--- config.mk ---
export PLATFORM = sky130hd
export DESIGN_NAME = multiport_fifo_v2
export DESIGN_NICKNAME = d
export VERILOG_FILES = /design/src/rtl/multiport_fifo_v2.sv
export SDC_FILE = /design/constraint.sdc
export NUM_CORES = 1
export LEC_CHECK = 0
export ABC_AREA = 0
export BUFFER_PORTS_ARGS = -buffer_cell sky130_fd_sc_hd__buf_2
export CAP_MARGIN = 20
export CORE_ASPECT_RATIO = 1.5
export CORE_MARGIN = 3
export CORE_UTILIZATION = 50
export DETAILED_ROUTE_END_ITERATION = 8
export PLACE_DENSITY_LB_ADDON = 0.1
export SKIP_CTS_REPAIR_TIMING = 1
export SLEW_MARGIN = 20
export SYNTH_ARGS = -nofsm -noshare
export SYNTH_HDL_FRONTEND = slang
export SYNTH_SLANG_ARGS = --single-unit
--- constraint.sdc ---
create_clock -name clk -period 3.7 [get_ports clk]
set_clock_uncertainty 0.05 [all_clocks]
set_input_delay 0.925 -clock clk [delete_from_list [all_inputs] [get_ports clk]]
set_output_delay 0.925 -clock clk [all_outputs]
set_load 0.005 [all_outputs]
--- src/rtl/multiport_fifo_v2.sv ---
// Synchronous multi-lane FIFO: WRITE_PORTS write lanes and READ_PORTS read lanes per cycle.
// Enabled lanes are compacted in ascending lane index. Each lane reports when it is refused,
// so no request is dropped silently.
// The ring depth can be any value >= 2, and pointers wrap by comparing against DEPTH.
// Optional macro MULTIPORT_FIFO_STICKY_ERR_EN adds the overflow_sticky/underflow_sticky outputs.
module multiport_fifo_v2 #(
  parameter int unsigned WIDTH       = 8,
  parameter int unsigned DEPTH       = 16,
  parameter int unsigned READ_PORTS  = 2,
  parameter int unsigned WRITE_PORTS = 2,
  localparam int unsigned CW         = $clog2(DEPTH + 1)
) (
  input  logic                                clk,
  input  logic                                srst,
  input  logic [WRITE_PORTS-1:0][WIDTH-1:0]   din,
  input  logic [WRITE_PORTS-1:0]              wr_en,
  output logic [WRITE_PORTS-1:0]              wr_fail,
  input  logic [READ_PORTS-1:0]               rd_en,
  output logic [READ_PORTS-1:0][WIDTH-1:0]    dout,
  output logic [READ_PORTS-1:0]               dout_valid,
  output logic [READ_PORTS-1:0]               rd_fail,
  output logic                                full,
  output logic                                empty,
  output logic [CW-1:0]                       data_count
`ifdef MULTIPORT_FIFO_STICKY_ERR_EN
  ,
  output logic                                overflow_sticky,
  output logic                                underflow_sticky
`endif
);

  localparam int unsigned AW = $clog2(DEPTH);

  logic [WIDTH-1:0] mem [DEPTH];

  logic [AW-1:0] wr_ptr_q, wr_ptr_d;
  logic [AW-1:0] rd_ptr_q, rd_ptr_d;
  logic [CW-1:0] count_q, count_d;

  logic [WRITE_PORTS-1:0] wr_acc, wr_rej;
  logic [AW-1:0]          wr_addr [WRITE_PORTS];
  logic [READ_PORTS-1:0]  rd_acc, rd_rej;
  logic [AW-1:0]          rd_addr [READ_PORTS];
  int unsigned            w_acc, r_acc;

  logic [WRITE_PORTS-1:0]             wr_fail_q;
  logic [READ_PORTS-1:0]              rd_fail_q, dout_valid_q;
  logic [READ_PORTS-1:0][WIDTH-1:0]   dout_q;

  // Write lane compaction: the first (DEPTH - C) enabled lanes get consecutive ring slots.
  always_comb begin : wr_alloc
    int unsigned space, k, a;
    wr_acc = '0;
    wr_rej = '0;
    space  = DEPTH - 32'(count_q);
    k      = 0;
    a      = 0;
    for (int unsigned i = 0; i < WRITE_PORTS; i++) begin
      wr_addr[i] = '0;
      if (wr_en[i]) begin
        if (k < space) begin
          a = 32'(wr_ptr_q) + k;
          if (a >= DEPTH) a = a - DEPTH;
          wr_addr[i] = AW'(a);
          wr_acc[i]  = 1'b1;
          k          = k + 1;
        end else begin
          wr_rej[i] = 1'b1;
        end
      end
    end
    a = 32'(wr_ptr_q) + k;
    if (a >= DEPTH) a = a - DEPTH;
    wr_ptr_d = AW'(a);
    w_acc    = k;
  end

  // Read lane compaction: the first C enabled lanes are granted. Same-cycle writes are not visible.
  always_comb begin : rd_alloc
    int unsigned avail, k, a;
    rd_acc = '0;
    rd_rej = '0;
    avail  = 32'(count_q);
    k      = 0;
    a      = 0;
    for (int unsigned j = 0; j < READ_PORTS; j++) begin
      rd_addr[j] = '0;
      if (rd_en[j]) begin
        if (k < avail) begin
          a = 32'(rd_ptr_q) + k;
          if (a >= DEPTH) a = a - DEPTH;
          rd_addr[j] = AW'(a);
          rd_acc[j]  = 1'b1;
          k          = k + 1;
        end else begin
          rd_rej[j] = 1'b1;
        end
      end
    end
    a = 32'(rd_ptr_q) + k;
    if (a >= DEPTH) a = a - DEPTH;
    rd_ptr_d = AW'(a);
    r_acc    = k;
  end

  // Occupancy next state; both acceptance counts come from the start-of-cycle count.
  always_comb begin
    count_d = CW'(32'(count_q) + w_acc - r_acc);
  end

  // Pointer, count and per-lane status registers.
  always_ff @(posedge clk) begin
    if (srst) begin
      wr_ptr_q     <= '0;
      rd_ptr_q     <= '0;
      count_q      <= '0;
      wr_fail_q    <= '0;
      rd_fail_q    <= '0;
      dout_valid_q <= '0;
      dout_q       <= '0;
    end else begin
      wr_ptr_q     <= wr_ptr_d;
      rd_ptr_q     <= rd_ptr_d;
      count_q      <= count_d;
      wr_fail_q    <= wr_rej;
      rd_fail_q    <= rd_rej;
      dout_valid_q <= rd_acc;
      for (int unsigned j = 0; j < READ_PORTS; j++) begin
        // Lanes not granted keep their previous data.
        if (rd_acc[j]) dout_q[j] <= mem[rd_addr[j]];
      end
    end
  end

  // Ring storage; accepted lanes always target distinct slots.
  always_ff @(posedge clk) begin
    for (int unsigned i = 0; i < WRITE_PORTS; i++) begin
      if (!srst && wr_acc[i]) mem[wr_addr[i]] <= din[i];
    end
  end

`ifdef MULTIPORT_FIFO_STICKY_ERR_EN
  logic overflow_q, underflow_q;

  // Sticky error flags rise together with the first wr_fail/rd_fail pulse.
  always_ff @(posedge clk) begin
    if (srst) begin
      overflow_q  <= 1'b0;
      underflow_q <= 1'b0;
    end else begin
      overflow_q  <= overflow_q | (|wr_rej);
      underflow_q <= underflow_q | (|rd_rej);
    end
  end

  assign overflow_sticky  = overflow_q;
  assign underflow_sticky = underflow_q;
`endif

  assign wr_fail    = wr_fail_q;
  assign rd_fail    = rd_fail_q;
  assign dout_valid = dout_valid_q;
  assign dout       = dout_q;
  assign data_count = count_q;
  assign full       = (count_q == CW'(DEPTH));
  assign empty      = (count_q == '0);

endmodule

* After elaboration in Yosys (flattened, before gate mapping)
Memory sizes are Yosys's and may differ from the RTL's. A register that Yosys moved wholly into a read port is not among the register bits.
Index checks and enable logic that the tools add are counted.
** Cells by class
- $add $sub $neg :: 15
- $mul :: 0
- Divide/modulo/power cells :: 0
- Magnitude comparators :: 10
- Equality and inequality tests :: 1
- Shift operators :: 0
- Multiplexer cells :: 38
- Bitwise logic cells :: 4
- Reduce and logical (&&, ||, !) cells :: 8
** Operator list (number)
- $mux W32 :: 4
- $add A32 B1 Y32 const B :: 2
- $add A4 B32 Y32 :: 2
- $ge A32 B5 Y1 const B :: 2
- $mux W4 :: 14
- $lt A1 B32 Y1 const A :: 1
- $lt A32 B32 Y1 :: 1
- $lt A32 B5 Y1 :: 1
- $sub A4 B1 Y4 const B :: 6
- $mux W1 :: 20
- $add A4 B1 Y5 :: 2
- $ge A4 B5 Y1 const B :: 2
- $ge A5 B5 Y1 const B :: 2
- $reduce_or A2 Y1 :: 4
- $sub A5 B5 Y6 const A :: 1
- $add A5 B5 Y5 :: 1
- $eq A5 B5 Y1 const B :: 1
- $logic_not A5 Y1 :: 1
- $lt A1 B5 Y1 const A :: 1
- $sub A5 B5 Y5 :: 1
- $not A1 Y1 :: 4
- $logic_and A1 B1 Y1 :: 2
- $logic_not A1 Y1 :: 1
** Storage, ports and cells
- Bits in registers :: 19
- Latch bits :: 0
- Memory bits (writable) :: 128
- Bits in read-only memories :: 0
- Input bits :: 22
- Logic and storage cells :: 85
- Memories :: 1
** Memory list
- mem :: words 16, width 8, rd ports 2, clocked after memory_dff 2, wr ports 2, RTL line 34 : logic [WIDTH-1:0] mem [DEPTH];

* Longest topological paths before layout
Gate-level depths: netlist of run 1.
- Word-level depth :: 10
- Depth in mapped cells :: 21
- Depth with buffers taken out :: 21

* Worst setup path after synthesis of run 1
Ideal clock, no wire load.
- Kind :: register -> register
- Start :: register count_q[0], in the netlist data_count[0]
- End :: memory mem[8][0], enable pin
- Setup time :: 384 ps
- Arrival :: 3460 ps
- Data required time :: 3266 ps
- Setup slack :: -194 ps
- Stages on the path, launching flop included :: 16
- Period minus slack after synthesis :: 3894 ps
- Cells stage by stage :: dfxtp_1 -> inv_1 -> ha_1 -> and2_1 -> ha_1 -> o21a_1 -> o211ai_1 -> nand2_1 -> inv_1 -> ha_1 -> ha_1 -> xor2_1 -> or2_2 -> nor4_1 -> nand3_2 -> o21ai_0
** RTL lines
- start: declaration :: RTL line 38 : logic [CW-1:0] count_q, count_d;
- start signal: assignment :: RTL line 124 : count_q <= count_d;
- end: declaration :: RTL line 34

==> flow_summary.toml, run 1 <==
[power]
p_switching_mw = 3.22
power_leakage_nw = 4.07
combinationalPowerShare_pct = 47.9
p_int_mw = 4.77
p_seq_share_pct = 30.6
peakVddDrop_uv = 457
power_frac_clock_pct = 21.5
power.density_mw_per_mm2 = 698
swShare_pct = 40.3

[timing]
hold_viol_final = 0
finalCritPeriodShare_pct = 97.3
rsz0062_at_grt = "yes"
setup_viol = 0
tightest_slew_ps = 796
max_slew_margin_pct = 46.5
finalSetupTns_ps = 0
fin_crit_ps = 3600
slew_violations = 0
max_freq_mhz = 278

[min_path]
hp-class = "reg -> reg"
hp-start = "dout[0]"
whs_path_depth = 2
hold_end = "dout[0]"

[clock_network]
cts_sinks = 163
worstSkewPairLatency_ps = 450
cts.path.max_buffers = 2
cts_tree = "built"
cts_made_buffers = 17
clk_pin_slew_ps = 60
htree_num_levels = 4
root_buffer = "clkbuf_16"

[floorplan]
die_w_um = 122
boundaryPins = 51
die_y_um = 179
core_sq_mm = 0.0194
rows = 62
initial_core_util_pct = 51.7
dieArea_sq_mm = 0.0218

[yosys]
ys_ff_latch = 163
synth-xor-area-share_pct = 1.21
syn_area_per_cell_sq_um = 11.8
synth-main-ff-cell = "edfxtp_1"
post_synth_inst_count = 849
async_flop_share_pct = 0
yosys.area.top_type = "edfxtp_1"
synth_edf_count = 128
ys_seq_area_share_pct = 45.3
synth.area.mux_share_pct = 23.2
syn_nets = 897
synth_cell_types = 64
synth_area_leaders = "edfxtp_1, mux2_2, dfxtp_1"
yosysWarnings = 0
synthAdderAreaFrac_pct = 3.54
synth_compound_area_share_pct = 10.8
synth_area_sq_mm = 0.0100
synth_top_family_by_area = "multiplexers"
yosys.area_share.simple_pct = 12.0
yosys.area.top_type_share_pct = 38.3

[routing]
drtAntennaViolNets = 0
route.vias.total = 7883
drc = 0
dr.pass1.iters = 5
wl_per_cell_um = 29.8
vias_per_cell = 6.72
drtIter0Drc = 801
finalWirelength_um = 34900

[setup_path]
r2r_setup_slack_ps = 100
worstSetupPathType = "reg -> reg"
cp-end-kind = "flop"
rr_endpoint = "mem[8][1]"
reg2reg_from = "data_count[3]"
required_ps = 3840
crit_fanout = 9
worst_ep_arrival_time_ps = 3740
reg2reg_depth = 15
cp-start-kind = "flop"

[cells_and_area]
fin_nets = 952
post-route-util_pct = 59.0
instances_no_fill = 1173
drive_gt1_share_pct = 39.0
areaGrowthSynthToFinish_pct = 14.2
final_common_cell = "mux2_2"
num_antenna_cells = 0
mostFrequentLayoutCells = "mux2_2, edfxtp_1, nor2_1, buf_4, buf_2"

[global_route]
antenna_found_initial = 0
grt_max_degree = 45
grt_use_total_pct = 32.6
grt_remaining_overflow = 0
grt_pass1_wl_um = 51600
grt_pass1_vias = 7901

[place]
dp_hpwl_um = 25700
port_buffers = 50
dp_cells = 1141
gp_congestion = 1.02

[run]
drv_cap = 0

[status]
outcome = "complete, no violations"
[state kept, by name, indices dropped and copies added (netlist names)]
register    count
wr_ptr_q        4
dout_valid      2
rd_fail         2
dout           16
rd_ptr_q        4
mem           128
data_count      5
wr_fail         2
[power by group through the flow]
| stage | combinational [mW] | sequential [mW] | clock, mW |
|---|---|---|---|
| final | 3.83 | 2.44 | 1.72 |
| after global routing | 4.10 | 2.45 | 1.82 |
| after CTS | 3.69 | 2.43 | 1.75 |
| after detailed placement | 3.68 | 2.46 | 0 |
| after global placement | 3.63 | 2.46 | 0 |
| after floorplan | 2.40 | 2.39 | 0 |
[logic make-up after synthesis]
kind of cell             Yosys count
adder cells (fa/ha/maj)           26
AND/OR/NAND/NOR                  219
multiplexers                     180
AO/OA/AOI/OAI                    157
buffers and inverters             91
XOR/XNOR                          13
flip-flops                       163
[worst max-delay path, cell delays in order (launching register included)]
cell and delay, ps:
dfxtp_2 350, inv_4 60, ha_4 150, and2_4 140, ha_1 280, o21a_1 140
o211ai_1 110, nand2_1 130, inv_2 80, ha_1 200, ha_1 190, xor2_1 150
or2_2 360, nor4_2 280, nand3_2 310, mux2_2 370
[cell type report]
cell class,instances,area [sq um]
Clock buffer,18,429
Clock inverter,14,138
Fill cell,1667,7950
Inverter,24,92.6
Multi-Input combinational cell,595,5240
Sequential cell,163,4550
Tap cell,256,320
Timing Repair Buffer,103,673
[worst max path at each step]
| stage | from | to | slack (ps) | cells after the start |
|---|---|---|---|---|
| finish | data_count[3] | mem[8][1] | 100 | 15 |
| global placement | data_count[0] | mem[4][4] | 50 | 17 |
| CTS | data_count[0] | data_count[4] | -10 | 21 |
| detailed placement | data_count[0] | data_count[4] | 10 | 21 |
| floorplan | data_count[4] | dout[12] | 20 | 16 |
| global route | data_count[3] | data_count[4] | -30 | 21 |
[synth_stat cells, drive strengths merged, types with 5 or more instances]
cell type / n
nor2: 52
nor2b: 18
nand2b: 5
and2: 9
a211oi: 5
mux2: 140
nor3: 21
o31ai: 9
o211ai: 8
a311oi: 9
dfxtp: 35
a2bb2oi: 5
a21oi: 14
mux2i: 12
nand2: 37
clkbuf: 45
or2: 5
buf: 22
inv: 24
mux4: 28
o21a: 6
ha: 22
o21ai: 43
nand3b: 6
xor2: 6
edfxtp: 128
a31oi: 14
o221ai: 5
a21o: 5
xnor2: 7
nand3: 41
nand4: 8
[metal layers]
metal / GRT usage [%] / share of wire, % / vias to the layer above
met2: 55.3 / 51 / 394
met3: 5.66 / 6.6 / 92
li1: - / - / 3378
met5: 0 / 0 / -
met4: 16.2 / 5.0 / 0
met1: 39.6 / 37 / 4019
[stage by stage]
step                hold slack (ps)  instance area, sq um  power, mW  setup WS [ps]
floorplan                       437                 10100       4.79           16.5
global placement                430                 10800       6.09           54.5
detailed placement              436                 10800       6.14           11.8
CTS                             447                 11300       7.87          -13.4
global route                    483                 11400       8.38          -26.3
finish                          446                 11400       7.99           98.3
No activity file was read; power rests on OpenSTA's default activity.
==> inputs of run 2 (changes only) <==
--- a/config.mk
+++ b/config.mk
@@ -11,8 +11,9 @@
 export CORE_ASPECT_RATIO = 1.5
 export CORE_MARGIN = 3
 export CORE_UTILIZATION = 50
+export CTS_BUF_LIST = sky130_fd_sc_hd__clkbuf_16
 export DETAILED_ROUTE_END_ITERATION = 8
-export PLACE_DENSITY_LB_ADDON = 0.1
+export PLACE_DENSITY = 0.7
 export SKIP_CTS_REPAIR_TIMING = 1
 export SLEW_MARGIN = 20
 export SYNTH_ARGS = -nofsm -noshare
==> run 2 against run 1 <==
- cell area up 1.1%
- fmax decreased by 1.2%
- critical endpoint is now mem[8][6]
- highest routed layer unchanged
- count of clock-buffer cells in the layout is 1 lower
- sequential share of layout area shrank 0.44 points
- global-route usage down 3.4 points
- sequential cell count stayed put
- first-iteration DRC count grew 9.1%
==> flow_summary.toml, run 2 (synthesized netlist as in run 1, its figures left out) <==
[timing]
slew_violations = 0
finalSetupTns_ps = 0
rsz0062_at_grt = "yes"
finalCritPeriodShare_pct = 98.5
tightest_slew_ps = 757
fin_hold_ws_ps = 454
setup_viol = 0
fin_crit_ps = 3640
max_freq_mhz = 274
max_slew_margin_pct = 49.4
hold_viol_final = 0

[setup_path]
cp_slowest_stage_delay_ps = 460
crit_family = "simple AND/OR/NAND/NOR gates"
cp-start-kind = "flop"
crit_top_cell = "ha_2"
path_buf_inv = 3
worst_ep_arrival_time_ps = 3780
crit_fanout = 4
cp-end-kind = "flop"
slowest_stage = "nor4_4"
crit_chain = "inv_1 -> ha_2 -> and2_4 -> ha_1 -> o21a_1 -> o211ai_1 -> nand2_1 -> inv_2 -> ha_2 -> ha_2 -> xor2_1 -> or2_4 -> nor4_4 -> buf_6 -> nand3_4 -> mux2_4"
required_ps = 3840
worstSetupPathType = "reg -> reg"

[clock_network]
worstSkewPairLatency_ps = 440
cts_made_buffers = 17
cts.path.max_buffers = 2
cts_tree = "built"
clk_pin_slew_ps = 70
htree_num_levels = 4
root_buffer = "clkbuf_16"
cts_sinks = 163

[power]
finalPower_mw = 7.83
power_leakage_nw = 4.15
power.density_mw_per_mm2 = 677
peakVddDrop_uv = 370

[floorplan]
die_y_um = 179
initial_core_util_pct = 51.7
boundaryPins = 51
dieArea_sq_mm = 0.0218
die_w_um = 122
core_sq_mm = 0.0194
rows = 62

[routing]
dr.pass1.iters = 9
wl_per_cell_um = 26.7
drtAntennaViolNets = 0
drtIter0Drc = 874
drc = 0
vias_per_cell = 6.59
route.vias.total = 7846
finalWirelength_um = 31800

[global_route]
grt_remaining_overflow = 0
grt_pass1_wl_um = 47600
grt_pass1_vias = 7813
met3_usage_pct = 3.81
grt_util_met2_pct = 49.0
grt.met1_usage_pct = 35.2
grt_max_degree = 45
grt_use_total_pct = 29.1
antenna_found_initial = 0
top_usage_layer = "met2"

[place]
dp_hpwl_um = 22500
dp_cells = 1151
port_buffers = 50
gp_congestion = 0.984

[status]
outcome = "complete, no violations"

[cells_and_area]
multiInputGateArea_sq_mm = 0.00528
nFillCells = 1596
num_antenna_cells = 0
fin_nets = 970
instances_no_fill = 1191
areaGrowthSynthToFinish_pct = 15.4
final_common_cell = "mux2_2"
mostFrequentLayoutCells = "mux2_2, edfxtp_1, buf_4"
drive_gt1_share_pct = 39.6
largest_reg_flops = 128
seq_area_sq_mm = 0.00455
post-route-util_pct = 59.7

[run]
drv_cap = 0

[min_path]
hp-class = "reg -> reg"
## run 2: changes by cell type in the layout (fill, tap and decap cells not counted), moves of 3 or more
cell	before	now
nand3_4	1	9
ha_2	2	5
ha_4	3	0
inv_1	18	24
clkinv_4	2	5
buf_4	51	67
nand3_2	15	9
## run 2: area by class of cell
class	count	share of cell area (%)
inverter	24	0.778
timing repair buffer	119	6.78
clock inverter	15	1.06
clock buffer	17	3.68
multi-input combinational	597	45.6
tap	256	2.77
sequential	163	39.3
## run 2: routing by layer
metal	vias up	routed length, um	part of all wire, %
met4	0	2280	7.2
met5	-	0	0
li1	3425	-	-
met2	451	16200	51
met1	3854	11100	35
met3	116	2300	7.2
## run 2: per-stage QoR
step | setup slack [ps] | cell area [sq um]
finish | 56.4 | 11600
global route | -77.6 | 11600
CTS | -22.1 | 11400
detailed placement | 55.5 | 10800
global placement | 37.7 | 10800
floorplan | 16.5 | 10100
## run 2: final timing paths
| path | end | from | slack [ps] | cells past startpoint |
|---|---|---|---|---|
| max reg2reg | mem[8][6] | data_count[1] | 60 | 16 |
| max | mem[8][6] | data_count[1] | 60 | 16 |
| min | dout[0] | dout[0] | 450 | 2 |
| min reg2reg | dout[0] | dout[0] | 450 | 2 |
## run 2: report_power, final
part	switching, mW	total, mW	internal, mW
clock network	0.756	1.67	0.918
logic	2.17	3.72	1.55
registers	0.200	2.43	2.23
## run 2: tightest hold or removal path, stage by stage, from the launching register on
cell and delay, ps:
dfxtp_1 310, nor2_1 100, a211oi_1 50
